### src/rtl/systolic_pkg.sv
// Shared types and sizing helpers for the systolic array sequencing controller.
package systolic_pkg;

    localparam int DATAWIDTH_DEF  = 16;
    localparam int N_SIZE_DEF     = 3;

    // Cycles during which skewed operands are still entering the array edges
    localparam int FEED_CYCLES    = 2 * N_SIZE_DEF - 1;
    // Cycles until the bottom-right PE has absorbed its last product
    localparam int COMPUTE_CYCLES = 3 * N_SIZE_DEF - 2;

    typedef enum logic [1:0] {
        IDLE,
        LOAD,
        COMPUTE,
        DONE
    } ctrl_state_t;

    typedef logic [DATAWIDTH_DEF-1:0] operand_t;

    function automatic int feed_cycles(input int n);
        return 2 * n - 1;
    endfunction

    function automatic int compute_cycles(input int n);
        return 3 * n - 2;
    endfunction

    // Compute counter must hold 0..3n-2 so the final increment never wraps
    function automatic int cnt_width(input int n);
        return $clog2(3 * n - 1);
    endfunction

endpackage

### src/rtl/systolic_skew_feeder.sv
// Operand buffers for A and B plus the registered, diagonally skewed edge drivers.
module systolic_skew_feeder
    import systolic_pkg::*;
#(
    parameter int DATAWIDTH = 16,
    parameter int N_SIZE    = 3,
    parameter int TW        = 3,
    parameter int KW        = 2
) (
    input  logic                        clk,
    input  logic                        rst,
    input  logic                        wr_en,
    input  logic [KW-1:0]               wr_beat,
    input  logic [N_SIZE*DATAWIDTH-1:0] a_col_in,
    input  logic [N_SIZE*DATAWIDTH-1:0] b_row_in,
    input  logic                        feed_en,
    input  logic [TW-1:0]               t_next,
    output logic [N_SIZE*DATAWIDTH-1:0] a_edge,
    output logic [N_SIZE*DATAWIDTH-1:0] b_edge
);

    localparam int FEED = feed_cycles(N_SIZE);

    logic [DATAWIDTH-1:0]        a_buf [N_SIZE][N_SIZE];
    logic [DATAWIDTH-1:0]        b_buf [N_SIZE][N_SIZE];
    logic [N_SIZE*DATAWIDTH-1:0] a_next;
    logic [N_SIZE*DATAWIDTH-1:0] b_next;

    // Beat k carries column k of A and row k of B; buffers carry no reset
    always_ff @(posedge clk) begin
        if (wr_en) begin
            for (int i = 0; i < N_SIZE; i++) begin
                a_buf[i][wr_beat] <= a_col_in[i*DATAWIDTH +: DATAWIDTH];
                b_buf[wr_beat][i] <= b_row_in[i*DATAWIDTH +: DATAWIDTH];
            end
        end
    end

    // Row i of A and column j of B enter delayed by i and j cycles respectively
    always_comb begin
        a_next = '0;
        b_next = '0;
        if (feed_en && (int'(t_next) < FEED)) begin
            for (int i = 0; i < N_SIZE; i++) begin
                for (int k = 0; k < N_SIZE; k++) begin
                    if (int'(t_next) == i + k) begin
                        a_next[i*DATAWIDTH +: DATAWIDTH] = a_buf[i][k];
                        b_next[i*DATAWIDTH +: DATAWIDTH] = b_buf[k][i];
                    end
                end
            end
        end
    end

    // Edges are registered so the array sees stable operands for a full cycle
    always_ff @(posedge clk) begin
        if (rst) begin
            a_edge <= '0;
            b_edge <= '0;
        end else begin
            a_edge <= a_next;
            b_edge <= b_next;
        end
    end

endmodule

### src/rtl/systolic_ctrl.sv
// Job sequencer for the output-stationary systolic multiplier array.
module systolic_ctrl
    import systolic_pkg::*;
#(
    parameter int DATAWIDTH = 16,
    parameter int N_SIZE    = 3
) (
    input  logic                        clk,
    input  logic                        rst,
    input  logic                        start,
    input  logic                        in_valid,
    output logic                        in_ready,
    input  logic [N_SIZE*DATAWIDTH-1:0] a_col_in,
    input  logic [N_SIZE*DATAWIDTH-1:0] b_row_in,
    output logic [N_SIZE*DATAWIDTH-1:0] a_edge,
    output logic [N_SIZE*DATAWIDTH-1:0] b_edge,
    output logic                        pe_rst_n,
    output logic                        busy,
    output logic                        done,
    output logic                        result_valid
);

    localparam int TW     = cnt_width(N_SIZE);
    localparam int KW     = $clog2(N_SIZE);
    localparam int LAST_T = compute_cycles(N_SIZE) - 1;

    ctrl_state_t   state;
    ctrl_state_t   next_state;
    logic [TW-1:0] t;
    logic [TW-1:0] t_next;
    logic [KW-1:0] beat;
    logic          accept;
    logic          feed_en;
    logic          in_ready_d;
    logic          busy_d;
    logic          done_d;
    logic          pe_rst_n_d;
    logic          result_valid_d;

    assign accept  = in_valid && in_ready;
    assign t_next  = (state == COMPUTE) ? t + TW'(1) : '0;
    assign feed_en = (next_state == COMPUTE);

    // State, compute counter and load beat index
    always_ff @(posedge clk) begin
        if (rst) begin
            state <= IDLE;
            t     <= '0;
            beat  <= '0;
        end else begin
            state <= next_state;
            t     <= t_next;
            if (state != LOAD) begin
                beat <= '0;
            end else if (accept) begin
                beat <= beat + KW'(1);
            end
        end
    end

    // Job sequencing; start is only honoured from IDLE
    always_comb begin
        next_state = state;
        case (state)
            IDLE:    if (start) next_state = LOAD;
            LOAD:    if (accept && (beat == KW'(N_SIZE - 1))) next_state = COMPUTE;
            COMPUTE: if (t == TW'(LAST_T)) next_state = DONE;
            DONE:    next_state = IDLE;
            default: next_state = IDLE;
        endcase
    end

    // Next values of the registered status outputs, derived from the upcoming state
    always_comb begin
        in_ready_d     = (next_state == LOAD);
        busy_d         = (next_state != IDLE);
        done_d         = (next_state == DONE);
        pe_rst_n_d     = !((state == IDLE) && start);
        result_valid_d = result_valid;
        if (next_state == DONE) begin
            result_valid_d = 1'b1;
        end
        if ((state == IDLE) && start) begin
            result_valid_d = 1'b0;
        end
    end

    // Status output registers; reset also holds the PE array cleared
    always_ff @(posedge clk) begin
        if (rst) begin
            in_ready     <= 1'b0;
            busy         <= 1'b0;
            done         <= 1'b0;
            pe_rst_n     <= 1'b0;
            result_valid <= 1'b0;
        end else begin
            in_ready     <= in_ready_d;
            busy         <= busy_d;
            done         <= done_d;
            pe_rst_n     <= pe_rst_n_d;
            result_valid <= result_valid_d;
        end
    end

    systolic_skew_feeder #(
        .DATAWIDTH(DATAWIDTH),
        .N_SIZE   (N_SIZE),
        .TW       (TW),
        .KW       (KW)
    ) u_feeder (
        .clk     (clk),
        .rst     (rst),
        .wr_en   (accept),
        .wr_beat (beat),
        .a_col_in(a_col_in),
        .b_row_in(b_row_in),
        .feed_en (feed_en),
        .t_next  (t_next),
        .a_edge  (a_edge),
        .b_edge  (b_edge)
    );

endmodule

### config.mk
export PLATFORM = sky130hd
export DESIGN_NAME = systolic_ctrl
export DESIGN_NICKNAME = d
export VERILOG_FILES = /design/src/rtl/systolic_pkg.sv /design/src/rtl/systolic_skew_feeder.sv /design/src/rtl/systolic_ctrl.sv
export SDC_FILE = /design/constraint.sdc
export NUM_CORES = 1
export LEC_CHECK = 0
export ABC_CLOCK_PERIOD_IN_PS = 5800
export CAP_MARGIN = 20
export CORE_MARGIN = 5
export CORE_UTILIZATION = 58
export CTS_CLUSTER_DIAMETER = 60
export DETAILED_ROUTE_END_ITERATION = 16
export PLACE_DENSITY = 0.88
export SLEW_MARGIN = 20
export SYNTH_ARGS = -nofsm -noshare
export SYNTH_HDL_FRONTEND = slang
export SYNTH_SLANG_ARGS = --single-unit
### constraint.sdc
create_clock -name clk -period 5.8 [get_ports clk]
set_clock_uncertainty 0.2 [all_clocks]
set_input_delay 0.58 -clock clk [delete_from_list [all_inputs] [get_ports clk]]
set_output_delay 0.58 -clock clk [all_outputs]
set_load 0.1 [all_outputs]
# After elaboration in Yosys (flattened, before gate mapping)
# Memories as Yosys holds them, arrays and structs flattened.
# Cells that the tools add are included.
# op_classes
n_addsub	2
mux	28
bitwise_logic	2
order_cmp	3
eq_ne	13
reduce_logical	12
# ops
operator	count
two-way mux 16 bit	19
two-way mux 48 bit	1
demux 16 bit (select 2 bit)	1
== test 3 bit (second input constant)	4
== test 2 bit (second input constant)	5
one-hot mux 2 bit (4 select lines)	1
two-way mux 2 bit	3
OR reduction 2 bit	3
logical AND 1 bit	5
== test 2 x 1 -> 1 bit (second input constant)	2
adder 3 x 1 -> 3 bit (second input constant)	1
== test 3 x 2 -> 1 bit (second input constant)	1
>= comparator 3 bit (second input constant)	1
logical NOT 3 bit	1
< comparator 3 x 1 -> 1 bit (second input constant)	1
< comparator 3 bit (second input constant)	1
two-way mux 3 bit	1
inverter 2 -> 3 bit	1
adder 2 x 1 -> 2 bit (second input constant)	1
logical NOT 2 bit	1
two-way mux 1 bit	2
inequality test 2 x 1 -> 1 bit (second input constant)	1
nonzero test 2 bit	1
logical NOT 1 bit	1
inverter 1 bit	1
# word_totals
ramBits	288
output_inout_bits	101
input_bits	100
n_memories	2
reg_bits	108
# mem_list
name	depth	word_bits	rd	rd_ports_with_merged_regs	wr	line_no	rtl
u_feeder.a_buf	3	48	3	0	3	systolic_skew_feeder.sv:24	logic [DATAWIDTH-1:0] a_buf [N_SIZE][N_SIZE];
u_feeder.b_buf	3	48	3	0	1	systolic_skew_feeder.sv:25	logic [DATAWIDTH-1:0] b_buf [N_SIZE][N_SIZE];

# Logic depth before layout (Yosys ltp)
# Gate-level depths: netlist of the first run.
# depth
word_depth	8
mapped_depth	9

# Modules after synthesis
# From an unflattened synthesis of the first run, not the netlist that was laid out.
# hier_totals
hier_cells	852
hier_area_um2	13606.8
# modules_own_cells
mod	area_per_inst_um2	cells_each	seq_area_each_um2	n_inst
systolic_skew_feeder	13093.8	798	10570.1	1
systolic_ctrl	513.0	54	240.2	1

# Least setup slack after synthesis of the first run
# OpenSTA, ideal clock, no wires.
# synth_timing
path_type	register -> register
startpoint	reg in_ready
endpoint	mem u_feeder.a_buf[0][0] in the netlist's numbering (enable)
path_stages_with_launch	2
synth_period_minus_slack_ns	4.083
t_required_ns	5.134
setup_slack_ns	1.717
path_buffers	0
arrival_time_ns	3.417
cell_sequence	dfxtp_1 > and3_1
# synth_rtl
element	line_no	rtl
start: declaration	systolic_ctrl.sv:12	output logic in_ready,
start signal: assignment	systolic_ctrl.sv:97	in_ready <= in_ready_d;
end: declaration	systolic_skew_feeder.sv:24	

# Final worst setup path of the first run
# layout_timing
startpoint	reg t[0]
endpoint	reg u_feeder.a_edge[14]
# layout_between
elab_chain_len	7
# layout_lines
element	line_no	rtl
start: declaration	systolic_ctrl.sv:29	logic [TW-1:0] t;
start signal: assignment	systolic_ctrl.sv:52	t <= t_next;
parallel branches: the longest is 7 deep, another holds adder 3 x 1 -> 3 bit	-	
end signal: assignment	systolic_skew_feeder.sv:61	a_edge <= a_next;
end: declaration	systolic_skew_feeder.sv:18	output logic [N_SIZE*DATAWIDTH-1:0] a_edge,
# Several ways; the timed one is not identified.
# A chain may end at the register's enable or synchronous reset.

==> results.txt, run 1 <==
- Num Clock Sinks: 396
* Overflow left after global routing: 0
- The number of endpoints with negative hold slack in the final report came to 0.
- The number of global-route vias before repair came to 8026.
* Result of the run: finished clean
- Clock-pin slew was measured on the worst setup and hold paths at 0.06 ns.
- Switching fraction of total power: 18.6%
* Headroom to the max-slew limit: 31.2%
* Critical register-to-register path startpoint: t[0]$_SDFF_PP0_
- The routed layout has 7810 vias.
* Number of primary I/O pins: 201
* Initial Utilization: 58.5%
* Count of warnings emitted by yosys: 0
* Power per unit of standard cell area: 334 nW/um2
- The HPWL after detailed placement is 16600 um.
- Per report_power, the sequential group accounts for 53.6% of the total.
- In this run the cell area measured after placement is 15900 um2.
- Source of the worst hold timing path: result_valid$_SDFFE_PP0P_
* Unrepaired setup endpoints after global routing: no
- Seq/Total Area, Yosys: 79.5%
* Number of gates given a new drive strength after cts: 0
* Data arrival time of the critical path: 3.41 ns
* Area of the core: 23300 um2
* Average size of a mapped cell: 15.8 um2
* Source of the critical timing path: t[0]$_SDFF_PP0_
- Endpoint of the worst setup timing path: u_feeder.a_edge[14]$_SDFF_PP0_
- Worst hold path class: flop to flop
- The tool flagged a number of max-cap violations equal to 0.
- The floorplan step set the die width to 163 um.
- The floorplan has 56 rows.
- Worst-path maximum fanout: 71
- STA puts the critical path data required time at 5.97 ns.
- Clock latency on the worst-skew pair, taken at its later pin, is 0.51 ns.
- R2R Setup Slk: 2.56 ns
- Critical path type: flop to flop
- Switching power summed over all nets: 1.07 mW
- Pin count of the biggest net entering global routing: 72
* Initial DRC Count: 660
* Post-route standard cell area excluding fillers: 17200 um2
- Vertical die dimension: 163 um
* Wire length of the first global-routing pass: 43500 um
- Leakage component of the power: 5.97 nW
- Post-detailed-route count of antenna-violating nets: 0
- The number of pins exceeding their max-slew limit in the final report came to 0.
- Average detailed-routed wire length per instance: 20.2 um
- DR DRC count: 0
* Clk pwr share: 43.8%
* Number of synthesized register bits: 396
* Maximum buffer depth of the clock tree: 3
- Global routing used 21.2% of the available tracks.
* Fraction of layout instances using a drive strength above 1: 10.6%
- The worst path in the final design needs a cycle of 3.24 ns, including I/O delays and setup.
* Pint: 4.67 mW
* Pin slew with the least headroom to its limit: 1.03 ns
* Growth of design area from synthesis to finish: 26.5%
- For this run, the detailed router's first-pass iteration total came to 7.
* Weighted congestion at the end of routability-driven global placement: 0.754
* Fraction of the cycle the final worst path needs: 55.9%
- Maximum ir drop on the vdd rail: 0.229 mV
* RR Endpoint: u_feeder.a_edge[14]$_SDFF_PP0_
- STA classifies the critical path startpoint as a flop.
- TritonCTS built the clock tree.
- The tree is rooted in a clkbuf_16.
* Number of library cell types mapped by synthesis: 34
- Setup TNS Final: 0 ns
- In this run the number of H-tree levels came out at 2.
- For this run, the top clock speed supported by timing is 0.308 GHz.
* Nature of the critical path endpoint: flop
- The cell area that synthesis handed to floorplanning was 13600 um2.
- In this run the tool buffered the top-level ports with 200 buffer cells.
- Net count reported at finish: 1167
- Synthesis produced a netlist with a net count of 963.
- Finish-stage setup viols: 0
- Power share of the combinational group: 2.6%
* Via density per instance: 5.54
- Post-Syn Instances: 858
- The floorplan step defined a die boundary enclosing 26600 um2.
* Num CTS Buffers: 38
* Filler instances: 1369
- Number of antenna violations at the first check in global routing: 2
- Final wirelength: 28500 um
- Total of hold buffers inserted after clock tree synthesis: 0
* Reg2reg path depth: 7
- Post-CTS timing repair inserted 0 buffers for setup.
cell type report:
cell class | instances | area [um2] | share of cell area [%]
antenna | 1 | 2.50 | 0.0145
clock buffer | 53 | 1120 | 6.52
clock inverter | 15 | 176 | 1.03
inverter | 5 | 18.8 | 0.109
multi-input combinational | 408 | 2570 | 14.9
sequential | 396 | 10800 | 62.9
tap | 319 | 399 | 2.32
timing repair buffer | 213 | 2100 | 12.2
power groups by stage:
stage	logic, mW	clock network, mW	registers (mW)
floorplan	0.0314	0	3.15
global placement	0.142	0	3.14
detailed placement	0.147	0	3.14
CTS	0.149	2.55	3.08
global route	0.159	2.68	3.08
finish	0.149	2.51	3.08
registers in the layout, indices dropped and copies added, names as in the netlist:
register	cells
done	1
state	2
u_feeder.a_buf	144
u_feeder.a_edge	48
t	3
u_feeder.b_buf	144
u_feeder.b_edge	48
result_valid	1
pe_rst_n	1
busy	1
in_ready	1
beat	2
cells in the final DEF, fill, tap and decap left out, drive strengths merged, types with 30 or more instances in the layout:
cell and n:
mux2 32, nor3 33, a21oi 65, nor2 138, clkdlybuf4s50 200, a22oi 32
mux2i 32, a2bb2oi 30, edfxtp 288, clkbuf 53, dfxtp 108
stage by stage:
step                hold WS, ns  utilization, %  setup WS (ns)  instances  power (mW)
detailed placement        0.260            68.3           2.52       1341        3.29
global placement          0.248            68.3           2.57       1341        3.28
finish                    0.276            73.9           2.56       1410        5.74
CTS                       0.278            73.9           2.47       1409        5.78
floorplan                 0.247               -           1.72        858        3.18
global route              0.323            73.9           2.27       1410        5.92
synthesized netlist by cell type:
master / count / area share (%)
nand4_1: 1 / 0.046
o22a_1: 2 / 0.13
nor3_1: 31 / 1.1
nand3_1: 5 / 0.18
dfxtp_1: 108 / 16
and3_1: 3 / 0.14
nor3_4: 1 / 0.12
o21ba_2: 1 / 0.074
a311oi_1: 2 / 0.13
buf_4: 9 / 0.50
a21boi_0: 1 / 0.055
o21ai_2: 1 / 0.064
o211ai_1: 1 / 0.055
nor2b_1: 3 / 0.14
o21ai_1: 1 / 0.037
mux2_2: 32 / 2.7
nor3_2: 1 / 0.074
mux2i_1: 32 / 2.4
a21oi_1: 65 / 2.4
buf_1: 2 / 0.055
ha_1: 5 / 0.46
nand2b_1: 2 / 0.092
o21ai_0: 3 / 0.11
clkbuf_1: 15 / 0.41
inv_1: 5 / 0.14
buf_2: 23 / 0.85
nor2_1: 138 / 3.8
xor2_2: 1 / 0.12
xnor2_1: 2 / 0.13
a2bb2oi_1: 30 / 1.9
edfxtp_1: 288 / 64
nand2_1: 11 / 0.30
a22oi_1: 32 / 1.8
a31oi_1: 1 / 0.046
worst max-delay path, cell delays in order (launching register included):
cell	delay (ns)
dfxtp_4	0.34
buf_4	0.64
ha_1	0.36
xor2_2	0.34
a31oi_1	0.20
o21ai_4	0.30
buf_4	0.55
nor3_1	0.13
logic make-up (layout without fill, tap and decap cells):
kind of cell,after synthesis,in the layout,share of synthesized area (%)
flops,396,396,79.5
xor+xnor,3,3,0.248
mux,64,64,5.01
fa+ha+maj,5,5,0.460
other cells,0,1,0
buf+inv,54,286,1.95
simple gates,196,196,6.05
compound gates,140,140,6.79
worst min-delay path by stage:
stage	to	slack, ns	cells after the start
floorplan	u_feeder.a_edge[16]$_SDFF_PP0_	0.25	2
global placement	result_valid$_SDFFE_PP0P_	0.25	2
detailed placement	result_valid$_SDFFE_PP0P_	0.26	2
CTS	result_valid$_SDFFE_PP0P_	0.28	2
global route	result_valid$_SDFFE_PP0P_	0.32	2
finish	result_valid$_SDFFE_PP0P_	0.28	2
per-layer routing:
layer | part of all wire, % | global-route usage (%) | vias to the layer above | wire length, um
met5 | 0.039 | 0 | - | 11
met4 | 2.0 | 5.49 | 2 | 570
met3 | 8.7 | 5.48 | 43 | 2470
met2 | 51 | 36.1 | 347 | 14500
met1 | 39 | 27.3 | 3823 | 11000
li1 | - | - | 3595 | -
(Power assumes the default switching activity.)
==> run 2, diff against run 1 <==
--- a/config.mk
+++ b/config.mk
@@ -5,13 +5,13 @@
 export SDC_FILE = /design/constraint.sdc
 export NUM_CORES = 1
 export LEC_CHECK = 0
-export ABC_CLOCK_PERIOD_IN_PS = 5800
+export ABC_CLOCK_PERIOD_IN_PS = 3000
 export CAP_MARGIN = 20
 export CORE_MARGIN = 5
-export CORE_UTILIZATION = 58
+export CORE_UTILIZATION = 54
 export CTS_CLUSTER_DIAMETER = 60
 export DETAILED_ROUTE_END_ITERATION = 16
-export PLACE_DENSITY = 0.88
+export PLACE_DENSITY = 0.83
 export SLEW_MARGIN = 20
 export SYNTH_ARGS = -nofsm -noshare
 export SYNTH_HDL_FRONTEND = slang
==> constraint.sdc (replaced) <==
create_clock -name clk -period 3 [get_ports clk]
set_clock_uncertainty 0.2 [all_clocks]
set_input_delay 0.3 -clock clk [delete_from_list [all_inputs] [get_ports clk]]
set_output_delay 0.3 -clock clk [all_outputs]
set_load 0.1 [all_outputs]
==> results.txt, run 2 (synthesis gave the netlist of run 1 again) <==
- Average detailed-routed wire length per instance: 19.7 um (was 20.2 um)
- The required time at the endpoint of the critical path is 3.20 ns (was 5.97 ns).
- The library cell used as clock root buffer is clkbuf_16 (unchanged).
- The transition at the pin with the smallest max-transition slack is 0.769 ns (was 1.03 ns).
- Number of core rows: 58 (was 56)
- Part of the power in registers: 53.8% (was 53.6%)
- Number of non-filler instances in the completed layout: 1435 (was 1410)
- Worst hold path class: primary input to flop (was flop to flop)
- The share of final-layout standard cells stronger than drive strength 1 came to 21.0% (was 10.6%).
* Critical path type: flop to flop (unchanged)
- Clock network latency to the later pin of the worst-skew pair: 0.51 ns (about the same)
- The startpoint type of the worst setup path was a flop (unchanged).
* Headroom to the max-slew limit: 48.7% (was 31.2%)
- The clock net sink count came to 396 (unchanged).
* Worst-path maximum fanout: 21 (was 71)
- The largest net degree at the start of global routing was 57 (was 72).
* Nature of the critical path endpoint: flop (unchanged)
- The sum of net half-perimeters after detailed placement was 17500 um (was 16600 um).
- The core area came to 25000 um2 (was 23300 um2).
- The total number of vias is 7807 (was 7810).
* Overflow left after global routing: 0 (unchanged)
* Data arrival time of the critical path: 2.91 ns (was 3.41 ns)
- Final hold slack: 0.195 ns (was 0.276 ns)
* Period minus WS final: 2.71 ns (was 3.24 ns)
- Highest-count cells in the layout ignoring fill and taps: edfxtp_1, nor2_1, buf_4 (was edfxtp_1, clkdlybuf4s50_1, nor2_1)
* Dominant cell type by count on the critical path: buf_16 (was buf_4)
- The static leakage was 6.28 nW (was 5.97 nW).
* WP buf/inv: 3 (was 2)
- The peak supply drop is 0.444 mV (was 0.229 mV).
- The die width was 169 um (was 163 um).
* Result of the run: finished clean (unchanged)
- The area added between synthesis and finish came to 26.3% (was 26.5%).
- The net switching power is 2.07 mW (was 1.07 mW).
- Number of gates given a new drive strength after cts: 0 (unchanged)
- Number of port buffers: 200 (unchanged)
- The clock tree from TritonCTS is done (unchanged).
- The count of buffers added by post-CTS timing repair for setup was 0 (unchanged).
- Power per unit of standard cell area: 644 nW/um2 (was 334 nW/um2)
* First-pass DRT Iterations: 6 (was 7)
- Via count of the first global-routing pass: 7995 (was 8026)
* Via density per instance: 5.44 (was 5.54)
* Total of hold buffers inserted after clock tree synthesis: 0 (unchanged)
- CP peak stage delay: 0.51 ns (was 0.64 ns)
- Unrepaired setup endpoints after global routing: no (unchanged).
* Fraction of the cycle the final worst path needs: 90.3% (was 55.9%)
- The area of the die is 28500 um2 (was 26600 um2).
- Pint: 8.98 mW (was 4.67 mW)
- Number of antenna repair diodes: 0 (was 1)
* Power share of the combinational group: 2.7% (was 2.6%)
- The number of endpoints with negative hold slack in the final report is 0 (unchanged).
* F_max: 0.369 GHz (was 0.308 GHz)
- The count of nets after finishing came to 1180 (was 1167).
* Setup TNS Final: 0 ns (unchanged)
* Wire length of the first global-routing pass: 43900 um (was 43500 um)
- Initial DRC Count: 672 (was 660)
- The proportion of total power due to net switching was 18.8% (was 18.6%).
- Total count of max-transition violations in the final report: 0 (unchanged)
* DR DRC count: 0 (unchanged)
- Post-CTS clock slew at the launch and capture registers of the worst setup and hold paths: 0.06 ns (about the same)
- The die span in y was 169 um (was 163 um).
* GRT Overall Usage: 19.6% (was 21.2%)
- Most common cell after layout, fill and taps aside: edfxtp_1 (unchanged)
- Number of antenna violations at the first check in global routing: 2 (unchanged)
- Maximum level of the CTS H-tree: 2 (unchanged)
- The number of primary I/O pins was 201 (unchanged).
- Maximum buffer depth of the clock tree: 3 (unchanged)
* Cell family with most CP delay: adder cells (was buffers and inverters)
- The fraction of power consumed by the clock network came to 43.5% (was 43.8%).
- Cell-by-cell trace of the critical path: inv_1, ha_2, nand2_1, a31oi_1, o21ai_4, buf_16, buf_16, nor3_1 (was buf_4, ha_1, xor2_2, a31oi_1, o21ai_4, buf_4, nor3_1).
* Num CTS Buffers: 39 (was 38)
* Finish-stage setup viols: 0 (unchanged)
* Placed instance count: 1364 (was 1341)
- The post-route antenna net violation count is 0 (unchanged).
- Maximum Capacitance Violations: 0 (unchanged)
* Initial Utilization: 54.5% (was 58.5%)
- Registers with the most flip-flops: u_feeder.a_buf (144), u_feeder.b_buf (144) (unchanged)
- The global placement routability congestion is 0.752 (was 0.754).
- The cell with the biggest individual delay on the critical path was ha_2 (was buf_4).
- Final wirelength: 28300 um (was 28500 um)
-- run 2: cell count changes in the layout (fill, tap and decap cells not counted), sizes merged --
cell | before | now
clkbuf | 53 | 52
clkdlybuf4s50 | 200 | 99
clkinvlp | 1 | 2
clkinv | 9 | 13
bufinv | 4 | 3
buf | 13 | 126
diode | 1 | 0
-- run 2: final timing paths --
| check | start | endpoint | slack (ns) | cells after the start |
|---|---|---|---|---|
| max | t[0]$_SDFF_PP0_ | u_feeder.b_edge[8]$_SDFF_PP0_ | 0.29 | 8 |
| min | a_col_in[4] | u_feeder.a_buf[0][36]$_DFFE_PP_ | 0.20 | 1 |
| min reg2reg | result_valid$_SDFFE_PP0P_ | result_valid$_SDFFE_PP0P_ | 0.27 | 2 |
| max reg2reg | t[0]$_SDFF_PP0_ | u_feeder.b_edge[8]$_SDFF_PP0_ | 0.29 | 8 |
-- run 2: routing by layer --
metal / share of wire (%) / vias to the layer above / track usage [%] / routed length [um]
met3: 8.3 / 44 / 4.93 / 2340
met5: 0.074 / - / 0 / 21
li1: - / 3628 / - / -
met2: 50 / 298 / 33.0 / 14100
met1: 40 / 3833 / 26.2 / 11400
met4: 1.7 / 4 / 4.09 / 468
-- run 2: final cells by class --
cell class                 instances  area [um2]
fill                            1669        7790
sequential                       396       10800
clock inverter                    19         173
tap                              330         413
multi-input combinational        408        2570
inverter                           5        18.8
timing repair buffer             225        2060
clock buffer                      52        1130
-- run 2: power groups by stage --
stage	Combinational, mW	Clock (mW)	Sequential (mW)
3_5_place_dp	0.295	0	6.07
4_1_cts	0.297	4.91	5.95
5_1_grt	0.315	5.18	5.95
3_3_place_gp	0.284	0	6.06
2_1_floorplan	0.0609	0	6.09
6_report	0.295	4.81	5.95
-- run 2: through the flow --
stage	util, %	total power, mW	instance area (um2)	setup slack [ns]
after floorplan	-	6.15	13600	-0.0512
after global placement	63.4	6.35	15800	0.131
after detailed placement	63.6	6.36	15900	0.319
after CTS	68.8	11.2	17200	0.287
after global routing	68.8	11.4	17200	0.126
final	68.8	11.1	17200	0.292
==> run 3, diff against run 2 <==
--- a/config.mk
+++ b/config.mk
@@ -5,13 +5,16 @@
 export SDC_FILE = /design/constraint.sdc
 export NUM_CORES = 1
 export LEC_CHECK = 0
+export ABC_AREA = 0
 export ABC_CLOCK_PERIOD_IN_PS = 3000
 export CAP_MARGIN = 20
+export CELL_PAD_IN_SITES_DETAIL_PLACEMENT = 0
+export CELL_PAD_IN_SITES_GLOBAL_PLACEMENT = 1
 export CORE_MARGIN = 5
-export CORE_UTILIZATION = 54
+export CORE_UTILIZATION = 45
 export CTS_CLUSTER_DIAMETER = 60
 export DETAILED_ROUTE_END_ITERATION = 16
-export PLACE_DENSITY = 0.83
+export PLACE_DENSITY = 0.82
 export SLEW_MARGIN = 20
 export SYNTH_ARGS = -nofsm -noshare
 export SYNTH_HDL_FRONTEND = slang
==> results.txt, run 3 (synthesis gave the netlist of run 1 again) <==
* Post-CTS clock slew at the launch and capture registers of the worst setup and hold paths: 0.06 ns (about the same)
- The clock net sink count is 396 (unchanged).
- Overflow left after global routing: 0 (unchanged)
- The clock tree from TritonCTS is done (unchanged).
* Number of core rows: 63 (was 58)
* Overall power after layout: 11.3 mW (was 11.1 mW)
- Number of gates given a new drive strength after cts: 0 (unchanged)
- Fraction of layout instances using a drive strength above 1: 20.9% (was 21.0%)
- Share of the core filled with cells in the final layout: 58.0% (was 68.8%)
* Num CTS Buffers: 41 (was 39)
* WP buf/inv: 3 (unchanged)
* Maximum level of the CTS H-tree: 2 (unchanged)
- Data arrival time of the critical path: 2.64 ns (was 2.91 ns)
* Most common cell after layout, fill and taps aside: edfxtp_1 (unchanged)
* Finish-stage setup viols: 0 (unchanged)
* Via density per instance: 5.14 (was 5.44)
* DR DRC count: 0 (unchanged)
* Total setup buffers inserted after CTS: 0 (unchanged)
- The largest fanout on the critical path came to 30 (was 21).
- Via count of the first global-routing pass: 7798 (was 7995)
- GRT Overall Usage: 16.5% (was 19.6%)
- Growth of design area from synthesis to finish: 26.8% (was 26.3%)
- The area of the die came to 33800 um2 (was 28500 um2).
* Nature of the critical path endpoint: flop (unchanged)
- Required time worst endpoint: 3.24 ns (was 3.20 ns)
* First-pass DRT Iterations: 4 (was 6)
- The type of the worst setup path was flop to flop (unchanged).
* Leakage component of the power: 6.29 nW (was 6.28 nW)
- Unrepaired setup endpoints after global routing: no (unchanged).
- Final hold slack: 0.179 ns (was 0.195 ns)
- Weighted congestion at the end of routability-driven global placement: 0.730 (was 0.752)
* Number of antenna violations at the first check in global routing: 2 (unchanged)
- The post-route antenna net violation count is 0 (unchanged).
- The clock insertion delay at the later pin of the skew report came to 0.52 ns (was 0.51 ns).
- Period minus WS final: 2.40 ns (was 2.71 ns)
* Average detailed-routed wire length per instance: 19.0 um (was 19.7 um)
- The final setup TNS is 0 ns (unchanged).
- Cell-by-cell trace of the critical path: inv_1, ha_2, nand2_1, a31oi_1, o21ai_4, buf_16, buf_12, nor3_1 (was inv_1, ha_2, nand2_1, a31oi_1, o21ai_4, buf_16, buf_16, nor3_1).
* Initial Utilization: 45.8% (was 54.5%)
- Cell family with most CP delay: compound AO/OA/AOI/OAI gates (was adder cells)
- Maximum buffer depth of the clock tree: 3 (unchanged)
- F_max: 0.417 GHz (was 0.369 GHz)
- Initial DRC Count: 443 (was 672)
- CP max stage cell: ha_2 (unchanged)
* Headroom to the max-slew limit: 51.7% (was 48.7%)
* Vertical die dimension: 184 um (was 169 um)
- Fraction of the cycle the final worst path needs: 80.0% (was 90.3%)
- The worst min-delay path class is primary input to flop (unchanged).
* Power per unit of standard cell area: 653 nW/um2 (was 644 nW/um2)
- Wire length of the first global-routing pass: 43800 um (was 43900 um)
- The number of diodes added for antenna fixing came to 0 (unchanged).
* HPWL after detailed placement: 17300 um (was 17500 um)
- The number of primary I/O pins is 201 (unchanged).
* Clock Tree Root: clkbuf_16 (unchanged)
- The peak supply drop came to 0.367 mV (was 0.444 mV).
* Total count of max-transition violations in the final report: 0 (unchanged)
* Total of hold buffers inserted after clock tree synthesis: 0 (unchanged)
- The number of endpoints with negative hold slack in the final report is 0 (unchanged).
- The count of nets after finishing is 1179 (was 1180).
* Horizontal die dimension: 184 um (was 169 um)
- Area of the core: 29700 um2 (was 25000 um2)
- The total of max-cap violations came to 0 (unchanged).
* Result of the run: finished clean (unchanged)
- Number of port buffers: 200 (unchanged)
- The startpoint type of the worst setup path is a flop (unchanged).
* Final wirelength: 28400 um (was 28300 um)
* Via total after detailed routing: 7689 (was 7807)
- The longest individual stage delay on the worst path was 0.41 ns (was 0.51 ns).
* Highest-count cells in the layout ignoring fill and taps: edfxtp_1, nor2_1, buf_4 (unchanged)
- The transition at the pin with the smallest max-transition slack came to 0.724 ns (was 0.769 ns).
- Pin count of the biggest net entering global routing: 55 (was 57)
- Registers with the most flip-flops: u_feeder.a_buf (144), u_feeder.b_buf (144) (unchanged)
## run 3: cell count changes in the layout (fill, tap and decap cells not counted), moves of 2 or more
| cell | change |
|---|---|
| clkinv_2 | +2 |
| clkbuf_8 | -3 |
| clkbuf_16 | +2 |
| clkbuf_1 | +3 |
| buf_12 | -2 |
## run 3: area by class of cell
class                      instances  area, um2
fill                            2297      12500
clock buffer                      54       1150
tap                              390        488
timing repair buffer             222       2000
clock inverter                    22        214
inverter                           5       18.8
multi-input combinational        408       2570
sequential                       396      10800
## run 3: path summary, 6_finish.rpt
check	from	endpoint	slack [ns]	cells past startpoint
max reg2reg	t[0]$_SDFF_PP0_	u_feeder.a_edge[9]$_SDFF_PP0_	0.60	8
max	t[0]$_SDFF_PP0_	u_feeder.a_edge[9]$_SDFF_PP0_	0.60	8
min	b_row_in[16]	u_feeder.b_buf[2][16]$_DFFE_PP_	0.18	1
min reg2reg	beat[1]$_SDFFE_PP0P_	beat[1]$_SDFFE_PP0P_	0.27	2
## run 3: worst reg2reg max path, delay by kind of cell, from the launching register on
family                     cells  cell delay, ns
buffers and inverters          3            0.49
DFF                            1            0.36
adders and majority gates      1            0.41
AOI/OAI and AO/OA              2            0.54
and+or+nand+nor                2            0.32
## run 3: per-stage QoR
stage	cell area, um2	instances	worst slack, ns
after global placement	15900	1420	0.401
final	17200	1497	0.600
after detailed placement	15900	1420	0.308
after global routing	17200	1497	0.466
after floorplan	13600	858	-0.0512
after CTS	17200	1496	0.537
## run 3: metal layers
metal	up-vias	global-route usage, %	routed length, um
met2	218	27.9	14300
li1	3618	-	-
met3	46	3.92	1790
met5	-	0	27
met4	4	4.35	500
met1	3803	21.5	11800
## run 3: report_power, final
| group | total, mW | switching [mW] | internal (mW) |
|---|---|---|---|
| registers | 5.95 | 0.0183 | 5.93 |
| logic | 0.289 | 0.142 | 0.147 |
| clock network | 5.02 | 1.98 | 3.04 |
